File: src/rtl/alu_share_if.sv
// rtl/alu_share_if.sv - requester/result bus between two requesters and the shared ALU
//
// Ports (signals):
//   req0/req1        request from requester 0/1, held until acknowledged
//   op0/op1          3-bit opcode from requester 0/1
//   a0/b0, a1/b1     WIDTH-bit signed operands from requester 0/1
//   gnt              one-hot grant of the operation in flight
//   ack0/ack1        single-cycle completion strobe per requester
//   result, zero     registered result of the last completed operation and its zero flag
//   busy             high whenever the sequencer is not idle
// Modports: master = requester side, slave = arbiter side.
interface alu_share_if #(
  parameter int WIDTH = 8
);
  logic             req0;
  logic             req1;
  logic [2:0]       op0;
  logic [2:0]       op1;
  logic [WIDTH-1:0] a0;
  logic [WIDTH-1:0] b0;
  logic [WIDTH-1:0] a1;
  logic [WIDTH-1:0] b1;
  logic [1:0]       gnt;
  logic             ack0;
  logic             ack1;
  logic [WIDTH-1:0] result;
  logic             zero;
  logic             busy;

  modport master (
    output req0, req1, op0, op1, a0, b0, a1, b1,
    input  gnt, ack0, ack1, result, zero, busy
  );

  modport slave (
    input  req0, req1, op0, op1, a0, b0, a1, b1,
    output gnt, ack0, ack1, result, zero, busy
  );
endinterface

File: src/rtl/alu_share_arbiter.sv
// rtl/alu_share_arbiter.sv - round-robin sequencer sharing one ALU between two requesters
//
// Ports:
//   clk    rising-edge clock
//   rst_n  asynchronous active-low reset
//   bus    alu_share_if.slave: requests/opcodes/operands in; grant, acks,
//          registered result, zero flag and busy out
// Sequence: IDLE (sample and latch winner) -> EXEC (register ALU output)
//           -> DONE (ack strobe) -> IDLE.
module alu_share_arbiter #(
  parameter int WIDTH = 8
) (
  input logic         clk,
  input logic         rst_n,
  alu_share_if.slave  bus
);

  typedef enum logic [1:0] {
    IDLE = 2'd0,
    EXEC = 2'd1,
    DONE = 2'd2
  } state_t;

  state_t           state;
  state_t           state_nxt;
  logic [2:0]       op_q;
  logic [WIDTH-1:0] a_q;
  logic [WIDTH-1:0] b_q;
  logic [1:0]       gnt_q;
  logic             last_q;
  logic [WIDTH-1:0] result_q;
  logic             zero_q;
  logic             any_req;
  logic             winner;
  logic [WIDTH-1:0] alu_y;

  assign any_req = bus.req0 | bus.req1;

  // Under contention the requester that did not win last time goes next;
  // otherwise the lone requester wins (req1 alone -> 1, req0 alone -> 0).
  assign winner = (bus.req0 & bus.req1) ? ~last_q : bus.req1;

  // Two's complement add/sub truncate naturally to WIDTH bits.
  always_comb begin
    alu_y = '0;
    case (op_q)
      3'b000:  alu_y = b_q;
      3'b001:  alu_y = a_q + b_q;
      3'b010:  alu_y = a_q & b_q;
      3'b011:  alu_y = a_q | b_q;
      3'b100:  alu_y = a_q - b_q;
      default: alu_y = '0;
    endcase
  end

  // State register
  always_ff @(posedge clk or negedge rst_n) begin
    if (!rst_n) begin
      state <= IDLE;
    end else begin
      state <= state_nxt;
    end
  end

  // Next-state logic
  always_comb begin
    state_nxt = state;
    case (state)
      IDLE:    if (any_req) state_nxt = EXEC;
      EXEC:    state_nxt = DONE;
      DONE:    state_nxt = IDLE;
      default: state_nxt = IDLE;
    endcase
  end

  // Datapath registers, loaded at the transition edges of the sequence.
  always_ff @(posedge clk or negedge rst_n) begin
    if (!rst_n) begin
      op_q     <= '0;
      a_q      <= '0;
      b_q      <= '0;
      gnt_q    <= '0;
      last_q   <= 1'b1;
      result_q <= '0;
      zero_q   <= 1'b1;
    end else begin
      case (state)
        IDLE: begin
          if (any_req) begin
            op_q   <= winner ? bus.op1 : bus.op0;
            a_q    <= winner ? bus.a1  : bus.a0;
            b_q    <= winner ? bus.b1  : bus.b0;
            gnt_q  <= winner ? 2'b10   : 2'b01;
            last_q <= winner;
          end
        end
        EXEC: begin
          result_q <= alu_y;
          zero_q   <= (alu_y == '0);
        end
        DONE: begin
          gnt_q <= '0;
        end
        default: begin
          gnt_q <= '0;
        end
      endcase
    end
  end

  // Output logic: the ack strobe is the DONE state qualified by the held grant,
  // so it lasts exactly one cycle and the two acks can never coincide.
  always_comb begin
    bus.busy   = (state != IDLE);
    bus.ack0   = (state == DONE) & gnt_q[0];
    bus.ack1   = (state == DONE) & gnt_q[1];
    bus.gnt    = gnt_q;
    bus.result = result_q;
    bus.zero   = zero_q;
  end

endmodule

File: src/flat_wrapper.sv
// flat-port wrapper written by rule: the top's interface ports become plain ports
module alu_share_arbiter_flat 
#(
  parameter int WIDTH = 8
)
  (clk, rst_n, bus_req0, bus_req1, bus_op0, bus_op1, bus_a0, bus_b0, bus_a1, bus_b1, bus_gnt, bus_ack0, bus_ack1, bus_result, bus_zero, bus_busy);
  alu_share_if #(.WIDTH(WIDTH)) bus_i ();
  input logic clk;
  input logic rst_n;
  input wire logic [$bits(bus_i.req0)-1:0] bus_req0;
  input wire logic [$bits(bus_i.req1)-1:0] bus_req1;
  input wire logic [$bits(bus_i.op0)-1:0] bus_op0;
  input wire logic [$bits(bus_i.op1)-1:0] bus_op1;
  input wire logic [$bits(bus_i.a0)-1:0] bus_a0;
  input wire logic [$bits(bus_i.b0)-1:0] bus_b0;
  input wire logic [$bits(bus_i.a1)-1:0] bus_a1;
  input wire logic [$bits(bus_i.b1)-1:0] bus_b1;
  output wire logic [$bits(bus_i.gnt)-1:0] bus_gnt;
  output wire logic [$bits(bus_i.ack0)-1:0] bus_ack0;
  output wire logic [$bits(bus_i.ack1)-1:0] bus_ack1;
  output wire logic [$bits(bus_i.result)-1:0] bus_result;
  output wire logic [$bits(bus_i.zero)-1:0] bus_zero;
  output wire logic [$bits(bus_i.busy)-1:0] bus_busy;
  assign bus_i.req0 = bus_req0;
  assign bus_i.req1 = bus_req1;
  assign bus_i.op0 = bus_op0;
  assign bus_i.op1 = bus_op1;
  assign bus_i.a0 = bus_a0;
  assign bus_i.b0 = bus_b0;
  assign bus_i.a1 = bus_a1;
  assign bus_i.b1 = bus_b1;
  assign bus_gnt = bus_i.gnt;
  assign bus_ack0 = bus_i.ack0;
  assign bus_ack1 = bus_i.ack1;
  assign bus_result = bus_i.result;
  assign bus_zero = bus_i.zero;
  assign bus_busy = bus_i.busy;
  alu_share_arbiter #(.WIDTH(WIDTH)) u_core (.clk(clk), .rst_n(rst_n), .bus(bus_i));
endmodule
File: config.mk
export PLATFORM = sky130hd
export DESIGN_NAME = alu_share_arbiter_flat
export DESIGN_NICKNAME = d
export VERILOG_FILES = /design/src/rtl/alu_share_if.sv /design/src/rtl/alu_share_arbiter.sv /design/src/flat_wrapper.sv
export SDC_FILE = /design/constraint.sdc
export NUM_CORES = 1
export LEC_CHECK = 0
export CORE_MARGIN = 4
export CORE_UTILIZATION = 50
export DETAILED_ROUTE_END_ITERATION = 10
export DONT_BUFFER_PORTS = 1
export GPL_TIMING_DRIVEN = 0
export SYNTH_ARGS = -nofsm -noshare
export SYNTH_HDL_FRONTEND = slang
export SYNTH_SLANG_ARGS = --single-unit
File: constraint.sdc
create_clock -name clk -period 3.5 [get_ports clk]
set_clock_uncertainty 0.2 [all_clocks]
set_input_delay 0.7 -clock clk [delete_from_list [all_inputs] [get_ports clk]]
set_output_delay 0.7 -clock clk [all_outputs]
set_load 0.005 [all_outputs]
==> results of run 1 <==
-- cell type report --
type / count / area, µm²
clock inverter: 3 / 46.3
buffer: 11 / 60.1
multi-input combinational: 171 / 1260
inverter: 26 / 97.6
sequential: 33 / 828
clock buffer: 5 / 68.8
timing repair buffer: 3 / 35.0
tap: 52 / 65.1
fill: 404 / 1900
-- through the flow --
step / utilization, % / cells / total power [µW] / hold WS (ns) / instance area [µm²]
after global placement: 52.9 / 293 / 2870 / 0.205 / 2300
after floorplan: - / 241 / 2470 / 0.204 / 2240
final: 56.5 / 304 / 3300 / 0.0378 / 2460
after CTS: 56.1 / 302 / 3290 / 0.0342 / 2440
after detailed placement: 52.9 / 293 / 2900 / 0.205 / 2300
after global routing: 56.5 / 304 / 3640 / 0.0296 / 2460
-- state kept, by name, indices dropped and copies added, names as in the netlist --
register,cells
u_core.a_q,8
u_core.b_q,8
u_core.bus.gnt,2
u_core.bus.result,8
u_core.bus.zero,1
u_core.last_q,1
u_core.op_q,3
u_core.state,2
-- power groups by stage --
stage / clock [µW] / sequential, µW / combinational (µW)
2_1_floorplan: 0 / 714 / 1750
3_3_place_gp: 0 / 780 / 2090
3_5_place_dp: 0 / 786 / 2110
4_1_cts: 366 / 782 / 2140
5_1_grt: 383 / 813 / 2440
6_report: 357 / 780 / 2160
-- logic make-up after synthesis --
family,Yosys count,share of synthesized area (%)
XOR/XNOR,10,3.92
AO/OA/AOI/OAI,67,23.7
flip-flops,33,37.0
AND/OR/NAND/NOR,75,18.1
buffers and inverters,37,7.05
multiplexers,7,3.30
adder cells (fa/ha/maj),12,6.94
-- Yosys cell counts, types with 2 or more instances --
library cell	number
nand2_1	17
o31a_1	2
nor3_1	4
ha_1	10
nor3b_1	2
a222oi_1	17
or2b_1	2
o21ai_0	13
nand3b_1	2
dfstp_2	2
mux2_2	3
xnor2_1	9
nand2b_1	8
a31oi_1	2
clkbuf_1	5
mux2i_1	4
o21a_1	4
o211ai_1	2
a21oi_1	13
buf_4	2
nor2b_1	5
nor2_1	24
inv_1	25
dfrtp_1	31
buf_2	2
or3b_2	2
-- layer usage --
layer	global-route usage, %	vias to the layer above	part of all wire [%]
met4	7.11	0	1.3
met2	30.2	55	44
li1	-	892	-
met5	0	-	0
met1	30.2	835	49
met3	4.54	4	5.8
-- worst max path at each step --
| stage | from | to | slack [ns] | cells past startpoint |
|---|---|---|---|---|
| floorplan | u_core.op_q[0] | u_core.bus.result[5] | 0.32 | 11 |
| global placement | u_core.op_q[1] | u_core.bus.result[5] | -0.04 | 10 |
| detailed placement | u_core.op_q[1] | u_core.bus.result[5] | -0.04 | 10 |
| CTS | u_core.op_q[1] | u_core.bus.result[5] | 0.05 | 10 |
| global route | u_core.b_q[0] | u_core.bus.zero | 0.13 | 12 |
| finish | u_core.b_q[0] | u_core.bus.result[5] | 0.28 | 11 |
-- repair_timing --
action                                  4_1_cts  5_1_grt
pin swaps                                     0        1
endpoints found under the setup margin        2        2
resized for setup                             1        0
endpoints found under the hold margin        31        0
setup buffers                                 0        2
hold buffers                                  1        0
==> metrics.md, run 1 <==
| Metric | Value |
|---|---|
| Status | `complete, no violations` |
| Core Footprint | `between 0.004 and 0.005 mm²` |
| Number of global-route vias before repair | `1,730` |
| Final WS setup | `approximately 0.28 ns` |
| Slew HR | `60.7%` |
| Largest fanout on the critical path | `6` |
| Number of buffers created by CTS | `5` |
| Post-DR vias/cell | `5.88` |
| Worst Setup End Kind | `flop` |
| GRT Total Usage | `20.7%` |
| Clk root buf | `clkbuf_8` |
| Library cells used by synthesis | `55` |
| Initial antenna violation count | `0` |
| Max frequency | `slightly above 0.3 GHz` |
| Hold WC Path Type | `primary input to async pin` |
| Skew-Pair Late Insertion Delay | `around 0.28 ns` |
| Sink Count | `33` |
| Layout cells sized above 1 | `12.7%` |
| Post-synth EDFFs | `0` |
| PortBufs | `0` |
| Post-synthesis sequential area ratio | `~37%` |
| Most frequent cells in the layout | `dfrtp_1, inv_1, nor2_1` |
| Gpl congestion | `0.812` |
| Clk pwr share | `10.8%` |
| Period utilisation layout | `roughly nine tenths` |
| Die W | `74.9 µm` |
| Reg-to-reg slack, setup | `0.28 ns` |
| Path depth of the worst reg2reg path | `11` |
| Remaining Overflow, GRT | `0` |
| CP max-delay cell | `dfrtp_1` |
| Delay-heaviest family, CP | `compound AO/OA/AOI/OAI gates` |
| DR iter-0 viols | `146` |
| Avg Inst Size Synth | `9.28 µm²` |
| Area contributors post-synth | `dfrtp_1, a222oi_1, ha_1` |
| YS warnings | `0` |
| Detailed Route WL | `approximately 5.2 mm` |
| Commonest non-fill, non-tap cell in the layout | `dfrtp_1` |
| Comb pwr share | `65.5%` |
| First-pass GRT wire length | `8.74 mm` |
| Static Leakage | `~0.0011 µW` |
| Startpoint Class | `flop` |
| Cell Pwr Density | `1340 mW/mm²` |
| FP Rows | `24` |
| Tmin final | `3.22 ns` |
| Post-Syn Area | `0.00224 mm²` |
| DRC viols | `0` |
| Synth top area share | `34.7%` |
| RSZ-0062 raised after global routing | `false` |
| Sw Share | `a little under half` |
| Seq pwr share | `23.7%` |
| Die area | `about 0.0056 mm²` |
| Worst r2r dst | `u_core.bus.result[5]` |
| Asr flop ratio synth | `100%` |
| Crit-path cells | `inv_1 > ha_1 > mux2_2 > inv_1 > ha_1 > nor2b_1 > o31a_1 > o21a_1 > or3_1 > a31o_1 > mux2_2` |
| Largest net degree at the start of global routing | `32` |
| Die height | `approximately 75 µm` |
| WP buf/inv | `2` |
| ANT nets after route | `0` |
| Vias | `between 1,500 and 2,000` |
| Final setup TNS | `0 ns` |
| CTS clk-pin slew, worst paths | `0.07 ns` |
| WS Path Type | `flop to flop` |
| Area leader, netlist | `dfrtp_1` |
| Post-Synthesis Cells | `241` |
| CTS tree | `yes` |
| Max-slew violation count | `0` |
| Slew @ Worst Pin | `0.587 ns` |
| Clock Tree Buf Depth | `2` |
| Peak supply drop | `0.539 mV` |
| Htree depth | `2` |
| Critical path arrival | `3.18 ns` |
| Most common flop cell mapped by yosys | `dfrtp_1` |
| Post-DP HPWL | `slightly above 4 mm` |
| Psw | `1510 µW` |
| First drt pass iteration count | `7` |
| Hold Vio Cnt, Final | `0` |
| Syn Nets | `between 200 and 300` |
| Nets | `304` |
| Critical path data required time | `3.47 ns` |
| Worst reg2reg startpoint | `u_core.b_q[0]` |
| Synth Register Bits | `33` |
| Antenna cells | `0` |
| Layout area overhead | `9.90%` |
| WL per Instance | `between 15 and 20 µm` |
| Internal power | `1780 µW` |
| Place WS | `-0.0416 ns` |
| Ports | `56` |
| Critical Path Max Stage Delay | `0.48 ns` |
| MaxCap Viol Count | `0` |
| Setup violators final | `0` |
| Starting density of the core | `51.4%` |
Power figures use the tool's default switching activity.
==> run 2, diff against run 1 <==
--- a/config.mk
+++ b/config.mk
@@ -10,6 +10,7 @@
 export DETAILED_ROUTE_END_ITERATION = 10
 export DONT_BUFFER_PORTS = 1
 export GPL_TIMING_DRIVEN = 0
+export REMOVE_ABC_BUFFERS = 1
 export SYNTH_ARGS = -nofsm -noshare
 export SYNTH_HDL_FRONTEND = slang
 export SYNTH_SLANG_ARGS = --single-unit
==> run 2 against run 1 <==
  * Worst hold slack worse by 0.0096 ns
  * Global-route usage down 0.22 points
  * Power down 1.1%
  * Die area unchanged
  * Final cell count down 3.9%
  * Highest routed layer unchanged
==> metrics.md, run 2 (synthesis results as in run 1) <==
| Metric | Value |
|---|---|
| WL per Instance | `17.9 µm (was 17.2 µm)` |
| Peak supply drop | `0.464 mV (was 0.539 mV)` |
| Starting density of the core | `51.4% (unchanged)` |
| Remaining Overflow, GRT | `0 (unchanged)` |
| Delay-heaviest family, CP | `simple AND/OR/NAND/NOR gates (was compound AO/OA/AOI/OAI gates)` |
| Startpoint Class | `flop (unchanged)` |
| Internal power | `1760 µW (was 1780 µW)` |
| # placed instances | `282 (was 293)` |
| Hold Vio Cnt, Final | `0 (unchanged)` |
| Number of buffers created by CTS | `5 (unchanged)` |
| Comb pwr share | `62.2% (was 65.5%)` |
| Sink Count | `33 (unchanged)` |
| Commonest non-fill, non-tap cell in the layout | `dfrtp_1 (unchanged)` |
| Sw Share | `46.1% (was 45.9%)` |
| Max frequency | `0.300 GHz (was 0.311 GHz)` |
| Path depth of the worst reg2reg path | `10 (was 11)` |
| Post-Route Utilization | `55.1% (was 56.5%)` |
| PortBufs | `0 (unchanged)` |
| Most frequent cells in the layout | `dfrtp_1, inv_1, nor2_1 (unchanged)` |
| Initial antenna violation count | `0 (unchanged)` |
| Nets | `292 (was 304)` |
| Layout area overhead | `7.16% (was 9.90%)` |
| CP max-delay cell | `dfrtp_1 (unchanged)` |
| Critical Path Max Stage Delay | `0.61 ns (was 0.48 ns)` |
| Critical path data required time | `3.47 ns (about the same)` |
| Tmin final | `3.33 ns (was 3.22 ns)` |
| Clock Tree Buf Depth | `2 (unchanged)` |
| DRC viols | `0 (unchanged)` |
| FP Rows | `24 (unchanged)` |
| Gpl congestion | `0.826 (was 0.812)` |
| Vias | `1,789 (was 1,786)` |
| GRT Total Usage | `20.5% (was 20.7%)` |
| Slew HR | `27.1% (was 60.7%)` |
| WP buf/inv | `1 (was 2)` |
| Skew-Pair Late Insertion Delay | `0.28 ns (about the same)` |
| Layout cells sized above 1 | `10.8% (was 12.7%)` |
| Post-DR vias/cell | `6.13 (was 5.88)` |
| Slew @ Worst Pin | `1.09 ns (was 0.587 ns)` |
| Reg-to-reg slack, setup | `0.17 ns (was 0.28 ns)` |
| Static Leakage | `0.00107 µW (was 0.00111 µW)` |
| First drt pass iteration count | `4 (was 7)` |
| ANT nets after route | `0 (unchanged)` |
| Die height | `74.9 µm (unchanged)` |
| Die area | `0.00561 mm² (unchanged)` |
| Ports | `56 (unchanged)` |
| Largest net degree at the start of global routing | `32 (unchanged)` |
| WS Path Type | `flop to flop (unchanged)` |
| Setup violators final | `0 (unchanged)` |
| Critical path's most frequent cell | `mux2_2` |
| Antenna cells | `0 (unchanged)` |
| Number of global-route vias before repair | `1,812 (was 1,730)` |
| Period utilisation layout | `95.2% (was 91.9%)` |
| Worst reg2reg startpoint | `u_core.op_q[1] (was u_core.b_q[0])` |
| Cell Pwr Density | `1360 mW/mm² (was 1340 mW/mm²)` |
| Max-slew violation count | `0 (unchanged)` |
| Layout Cells excl Fill | `292 (was 304)` |
| Largest fanout on the critical path | `17 (was 6)` |
| RSZ-0062 raised after global routing | `false (unchanged)` |
| Post-DP HPWL | `3.88 mm (was 4.03 mm)` |
| Detailed Route WL | `5.21 mm (was 5.22 mm)` |
| MaxCap Viol Count | `0 (unchanged)` |
| CTS clk-pin slew, worst paths | `0.07 ns (about the same)` |
| Worst r2r dst | `u_core.bus.result[5] (unchanged)` |
| Die W | `74.9 µm (unchanged)` |
| Total power | `3260 µW (was 3300 µW)` |
| Core Footprint | `0.00435 mm² (unchanged)` |
| Htree depth | `2 (unchanged)` |
| Crit-path cells | `nor3b_4 > mux2_2 > inv_1 > ha_1 > nor2b_1 > o31a_1 > o21a_1 > or3_1 > a31o_1 > mux2_2 (was inv_1 > ha_1 > mux2_2 > inv_1 > ha_1 > nor2b_1 > o31a_1 > o21a_1 > or3_1 > a31o_1 > mux2_2)` |
| First-pass GRT wire length | `8.63 mm (was 8.74 mm)` |
| CTS tree | `yes (unchanged)` |
| Status | `complete, no violations (unchanged)` |
| Filler cell count | `406 (was 404)` |
| DR iter-0 viols | `98 (was 146)` |
| Hold WC Path Type | `primary input to async pin (unchanged)` |
| Worst Setup End Kind | `flop (unchanged)` |
| Clk root buf | `clkbuf_8 (unchanged)` |
| Psw | `1500 µW (was 1510 µW)` |
| Critical path arrival | `3.31 ns (was 3.18 ns)` |
| Clk pwr share | `11.4% (was 10.8%)` |
| Seq pwr share | `26.4% (was 23.7%)` |
==> run 2: cell type report <==
class	count	area [µm²]	area share, %
Inverter	26	97.6	4.07
Timing Repair Buffer	2	27.5	1.15
Multi-Input combinational cell	171	1260	52.6
Sequential cell	33	830	34.6
Clock buffer	7	86.3	3.60
Tap cell	52	65.1	2.71
Clock inverter	1	30.0	1.25
==> run 2: worst reg2reg max path, stage by stage, from the launching register on <==
cell	delay, ns
dfrtp_1	0.61
nor3b_4	0.30
mux2_2	0.39
inv_1	0.07
ha_1	0.22
nor2b_1	0.14
o31a_1	0.28
o21a_1	0.19
or3_1	0.32
a31o_1	0.24
mux2_2	0.26
==> run 2: worst max path at each step <==
stage / start / endpoint / slack (ns) / cells past startpoint
6_report: u_core.op_q[1] / u_core.bus.result[5] / 0.17 / 10
5_1_grt: u_core.op_q[1] / u_core.bus.zero / 0.04 / 10
4_1_cts: u_core.op_q[2] / u_core.bus.result[5] / 0.17 / 10
3_5_place_dp: u_core.op_q[2] / u_core.bus.result[5] / -0.16 / 10
3_3_place_gp: u_core.op_q[2] / u_core.bus.result[5] / -0.11 / 10
2_1_floorplan: u_core.op_q[0] / u_core.bus.result[5] / 0.23 / 10
==> run 2: routing by layer <==
| metal | GRT usage, % | share of wire, % | vias to the layer above |
|---|---|---|---|
| met5 | 0 | 0 | - |
| met1 | 29.0 | 47 | 856 |
| met2 | 31.5 | 47 | 61 |
| li1 | - | - | 866 |
| met3 | 4.27 | 5.1 | 6 |
| met4 | 6.13 | 1.2 | 0 |
==> run 2: metrics by stage <==
step                hold slack (ns)  cell area [µm²]  setup slack, ns  setup TNS (ns)
floorplan                     0.204             2180            0.230               0
global placement              0.206             2240           -0.111          -0.209
detailed placement            0.206             2240           -0.160          -0.303
CTS                          0.0383             2390            0.170               0
global route                 0.0315             2400           0.0393               0
finish                       0.0282             2400            0.167               0
==> run 2: power groups by stage <==
| stage | clock network (µW) | registers (µW) | logic (µW) |
|---|---|---|---|
| after global placement | 0 | 850 | 1930 |
| after floorplan | 0 | 766 | 1650 |
| after detailed placement | 0 | 856 | 2000 |
| final | 373 | 861 | 2030 |
| after CTS | 379 | 856 | 2030 |
| after global routing | 395 | 893 | 2320 |
==> run 2: timing repair <==
| item | 4_1_cts | 5_1_grt |
|---|---|---|
| hold buffers | 1 | 0 |
| setup endpoints to repair | 3 | 2 |
| gates resized for setup | 1 | 1 |
| pin swaps | 0 | 0 |
| hold endpoints to repair | 31 | 0 |
| setup buffers | 1 | 0 |
